**config.mk**
```make
export PLATFORM = sky130hd
export DESIGN_NAME = irq_ctrl148
export DESIGN_NICKNAME = d
export VERILOG_FILES = /design/src/rtl/irq_ctrl148_pkg.sv /design/src/rtl/irq_ctrl148_hc148.sv /design/src/rtl/irq_ctrl148.sv
export SDC_FILE = /design/constraint.sdc
export NUM_CORES = 1
export LEC_CHECK = 0
export CAP_MARGIN = 5
export CORE_ASPECT_RATIO = 1.1
export CORE_MARGIN = 4
export CORE_UTILIZATION = 48
export CTS_CLUSTER_DIAMETER = 40
export CTS_CLUSTER_SIZE = 24
export DETAILED_ROUTE_END_ITERATION = 10
export PLACE_DENSITY = 0.95
export SKIP_LAST_GASP = 1
export SLEW_MARGIN = 30
export SYNTH_ARGS = -nofsm -noshare
export SYNTH_HDL_FRONTEND = slang
export SYNTH_SLANG_ARGS = --single-unit
```
**constraint.sdc**
```tcl
create_clock -name clk -period 3.6 [get_ports clk]
set_clock_uncertainty 0.05 [all_clocks]
set_input_delay 0.54 -clock clk [delete_from_list [all_inputs] [get_ports clk]]
set_output_delay 0.54 -clock clk [all_outputs]
set_load 0.005 [all_outputs]
```
**src/rtl/irq_ctrl148_pkg.sv**
```systemverilog
// irq_ctrl148_pkg: shared constants, state encoding and helpers for the irq_ctrl148 interrupt controller.
package irq_ctrl148_pkg;

    localparam int NUM_IRQ = 8;
    localparam int VEC_W   = 3;

    localparam logic [1:0] IDLE = 2'd0;
    localparam logic [1:0] REQ  = 2'd1;
    localparam logic [1:0] SERV = 2'd2;

    // One-hot mask selecting the line numbered n.
    function automatic logic [NUM_IRQ-1:0] bit_of(input logic [VEC_W-1:0] n);
        return {{(NUM_IRQ-1){1'b0}}, 1'b1} << n;
    endfunction

endpackage

```
**src/rtl/irq_ctrl148_hc148.sv**
```systemverilog
// hc148: 8-to-3 priority encoder modelled on the 74HC148, all signals active-low.
//   in_N  [7:0] request inputs, bit 7 highest priority
//   ei_N        enable input, high forces out_N=111 and gs_N=1
//   out_N [2:0] inverted index of the highest active input
//   gs_N        low when enabled and at least one input is active
module hc148 (
    input  logic [7:0] in_N,
    input  logic       ei_N,
    output logic [2:0] out_N,
    output logic       gs_N
);

    logic [2:0] idx;
    logic       any;

    // Ascending scan so the highest active index is the last one written.
    always_comb begin
        idx = 3'd0;
        any = 1'b0;
        for (int i = 0; i < 8; i++) begin
            if (!in_N[i]) begin
                idx = 3'(i);
                any = 1'b1;
            end
        end
    end

    assign out_N = ei_N ? 3'b111 : ~idx;
    assign gs_N  = ei_N | ~any;

endmodule

```
**src/rtl/irq_ctrl148.sv**
```systemverilog
// irq_ctrl148: 8-line prioritised interrupt controller with acknowledge / end-of-interrupt handshake.
//   TRIG_EDGE   1 = falling-edge requests latched in pend, 0 = level requests
//   clk         clock, rising edge
//   rst_N       synchronous active-low reset
//   EI_N        global enable, active-low; high blocks new requests to the CPU
//   irq_N [7:0] request lines, active-low, bit 7 highest priority
//   mask  [7:0] 1 = line excluded from arbitration (pending still latches)
//   inta        CPU acknowledge pulse
//   eoi         CPU end-of-interrupt pulse
//   int_N       registered interrupt request to CPU, active-low
//   vec   [2:0] registered number of the selected line
//   pend  [7:0] pending register
//   isr   [7:0] in-service register, one-hot or zero
module irq_ctrl148
    import irq_ctrl148_pkg::*;
#(
    parameter bit TRIG_EDGE = 1'b1
) (
    input  logic               clk,
    input  logic               rst_N,
    input  logic               EI_N,
    input  logic [NUM_IRQ-1:0] irq_N,
    input  logic [NUM_IRQ-1:0] mask,
    input  logic               inta,
    input  logic               eoi,
    output logic               int_N,
    output logic [VEC_W-1:0]   vec,
    output logic [NUM_IRQ-1:0] pend,
    output logic [NUM_IRQ-1:0] isr
);

    logic [1:0]         state;
    logic [NUM_IRQ-1:0] prev;
    logic [NUM_IRQ-1:0] cand;
    logic [NUM_IRQ-1:0] pend_nxt;
    logic [NUM_IRQ-1:0] ack_bits;
    logic [VEC_W-1:0]   out_N;
    logic [VEC_W-1:0]   win;
    logic               gs_N;
    logic               ack;

    assign cand = pend & ~mask;

    // EI_N gates the encoder, so gs_N low means "a request may be presented".
    hc148 u_enc (
        .in_N  (~cand),
        .ei_N  (EI_N),
        .out_N (out_N),
        .gs_N  (gs_N)
    );

    // Acknowledge clears the line already presented on vec; a new edge on the
    // same line in the same cycle re-sets it because set is OR-ed in last.
    always_comb begin
        win      = ~out_N;
        ack      = (state == REQ) && inta && (cand != '0);
        ack_bits = ack ? bit_of(vec) : '0;
        pend_nxt = TRIG_EDGE ? ((pend & ~ack_bits) | (prev & ~irq_N)) : ~irq_N;
    end

    always_ff @(posedge clk) begin
        if (!rst_N) begin
            state <= IDLE;
            pend  <= '0;
            prev  <= '1;
            isr   <= '0;
            int_N <= 1'b1;
            vec   <= '0;
        end else begin
            prev <= irq_N;
            pend <= pend_nxt;
            case (state)
                IDLE: begin
                    if (!gs_N) begin
                        state <= REQ;
                        int_N <= 1'b0;
                        vec   <= win;
                    end
                end
                REQ: begin
                    if (ack) begin
                        state <= SERV;
                        isr   <= bit_of(vec);
                        int_N <= 1'b1;
                    end else if (gs_N) begin
                        state <= IDLE;
                        int_N <= 1'b1;
                    end else begin
                        vec <= win;
                    end
                end
                SERV: begin
                    if (eoi) begin
                        state <= IDLE;
                        isr   <= '0;
                    end
                end
                default: state <= IDLE;
            endcase
        end
    end

endmodule

```
==> impl_metrics.ini <==
[global_route]
antenna_found_initial = 0
grt.busiest_layer = met2
grt_use_met1_pct = 20.0
met3_usage_pct = 5.18
grt_usage_pct = 19.4
grt_pass1_wl_um = 5290
grt_pass1_vias = 1164
grt_max_degree = 28
grt.met2_usage_pct = 31.9
globalRoute.totalOverflow = 0

[setup_path]
critical_path_class = in2reg
cp_slowest_stage_delay_ns = 0.52
end_kind = flop
worstPathArrival_ns = 2.53
critPathMaxFanout = 8
required_ns = 3.82
critPathLaunchType = input port
path_cells = clkdlybuf4s50_1, and2b_4, or4_4, o21ai_4, and3_1, a32o_1
critPathSlowestCell = or4_4

[placement]
dp_slack_ns = 0.977
gp_congestion = 0.772
post-place-cells = 193
placed_area_sq_mm = 0.00165
post-dp-hpwl_um = 2390
portBuffers = 40

[drt]
wl_um = 3240
drtPass1Iterations = 4
avgViaCountPerCell = 5.56
drc = 0
num_vias = 1112
wl_per_cell_um = 16.2
dr.first_iter.drc_count = 42
ant_nets = 0

[cts]
worstSkewPairLatency_ns = 0.33
postCtsHoldBufs = 0
clk_pin_slew_ns = 0.09
ctsResizeCount = 0
htree_levels = 2
ctsLongestPathBuffers = 2
cts_made_buffers = 5
clock_sinks = 30
cts_tree = yes
post-cts-setup-buffers = 0
clockRootBuffer = clkbuf_4

[finish]
fin_cells = 200
drive_gt1_share_pct = 13.6
layout_commonest_cell = clkdlybuf4s50_1
diodes = 0
fin_area_sq_mm = 0.00170
nNetsFinal = 190
area_growth_pct = 32.4
utilization_pct = 67.4
mostFrequentLayoutCells = clkdlybuf4s50_1 (40), dfxtp_1 (30), nand2b_1 (12), inv_1 (10), o21ai_0 (8)

[synthesis]
ys.flop_type = dfxtp_1
syn_area_per_cell_sq_um = 10.1
ys.warnings.count = 0
ys_ff_latch = 30
synth_nets = 148
synth.cell_area_sq_mm = 0.00128
synth_edf_count = 0
syn-instance-count = 127
yosysUniqueCellTypes = 34
ys_async_sr_fraction_pct = 0
seq_area_frac_synth_pct = 46.8

[sta]
max_freq_ghz = 0.432
final-max-slew-violation-count = 0
slew_headroom_pct = 37.9
tightest_slew_ns = 0.928
setup-violations-final = 0
layout_setup_ws_ns = 1.29
tns_ns = 0
fin_crit_ns = 2.31
fin_crit_sh_pct = 64.2
fin_hold_ws_ns = 0.385
rsz0062_at_grt = no
hold_viol = 0

[power]
p_total_mw = 0.684
irDropWorstVdd_uv = 319
p_per_area_mw_per_mm2 = 402
p_leak_nw = 0.690

[die]
rows = 19
die_h_um = 62.2
io_pins = 41
die-area_sq_mm = 0.00357
start_util_pct = 50.9
placeableCoreArea_sq_mm = 0.00252
die_x_um = 57.3

[flow_run]
maxCapViolations = 0

[hold_path]
hold_class = reg2reg

[status]
status = complete, no violations
[logic make-up after synthesis]
family / Yosys count / synth area share (%)
AOI/OAI and AO/OA: 34 / 20.6
buffers and inverters: 15 / 8.28
DFF: 30 / 46.8
muxes: 2 / 1.56
and+or+nand+nor: 46 / 22.8
[synthesized netlist by cell type (3+ instances only)]
cell type / n / area, sq um
a32o_1: 5 / 50.1
inv_1: 10 / 37.5
nor2_1: 6 / 22.5
nand2_1: 5 / 18.8
nand2b_1: 12 / 75.1
and2b_2: 4 / 35.0
o311ai_0: 4 / 35.0
o211ai_1: 6 / 45.0
o21ai_0: 8 / 40.0
a21oi_1: 3 / 15.0
dfxtp_1: 30 / 601
or2b_2: 4 / 35.0
a32o_2: 3 / 33.8
[metal layers]
metal	part of all wire (%)	wire length, um
met1	39	1250
met2	53	1700
met3	5.1	165
met4	3.8	124
met5	0	0
[power breakdown]
part | switching, mW | internal, mW
combinational | 0.0545 | 0.0744
sequential | 0.0202 | 0.352
clock | 0.109 | 0.0734
total | 0.183 | 0.500
[sequential cells by signal, indices dropped and copies added, names as in the netlist]
name,cells
prev,8
isr,8
pend,8
state,2
vec,3
int_N,1
[critical path, delay by kind of cell]
kind,cells,cell delay (ns)
buf+inv,1,0.47
compound gates,2,0.43
simple gates,3,1.10
[layout make-up]
type / instances / area (sq um)
Tap cell: 31 / 38.8
Inverter: 10 / 37.5
Clock buffer: 7 / 45.0
Timing Repair Buffer: 40 / 400
Multi-Input combinational cell: 82 / 577
Fill cell: 212 / 821
Sequential cell: 30 / 601
[worst paths after layout]
path / startpoint / end / slack, ns / cells after the start
min reg2reg: prev[7] / pend[7] / 0.39 / 2
min: prev[7] / pend[7] / 0.39 / 2
max: mask[1] / isr[5] / 1.29 / 6
max reg2reg: pend[3] / isr[5] / 1.59 / 5
(Power assumes the default switching activity.)
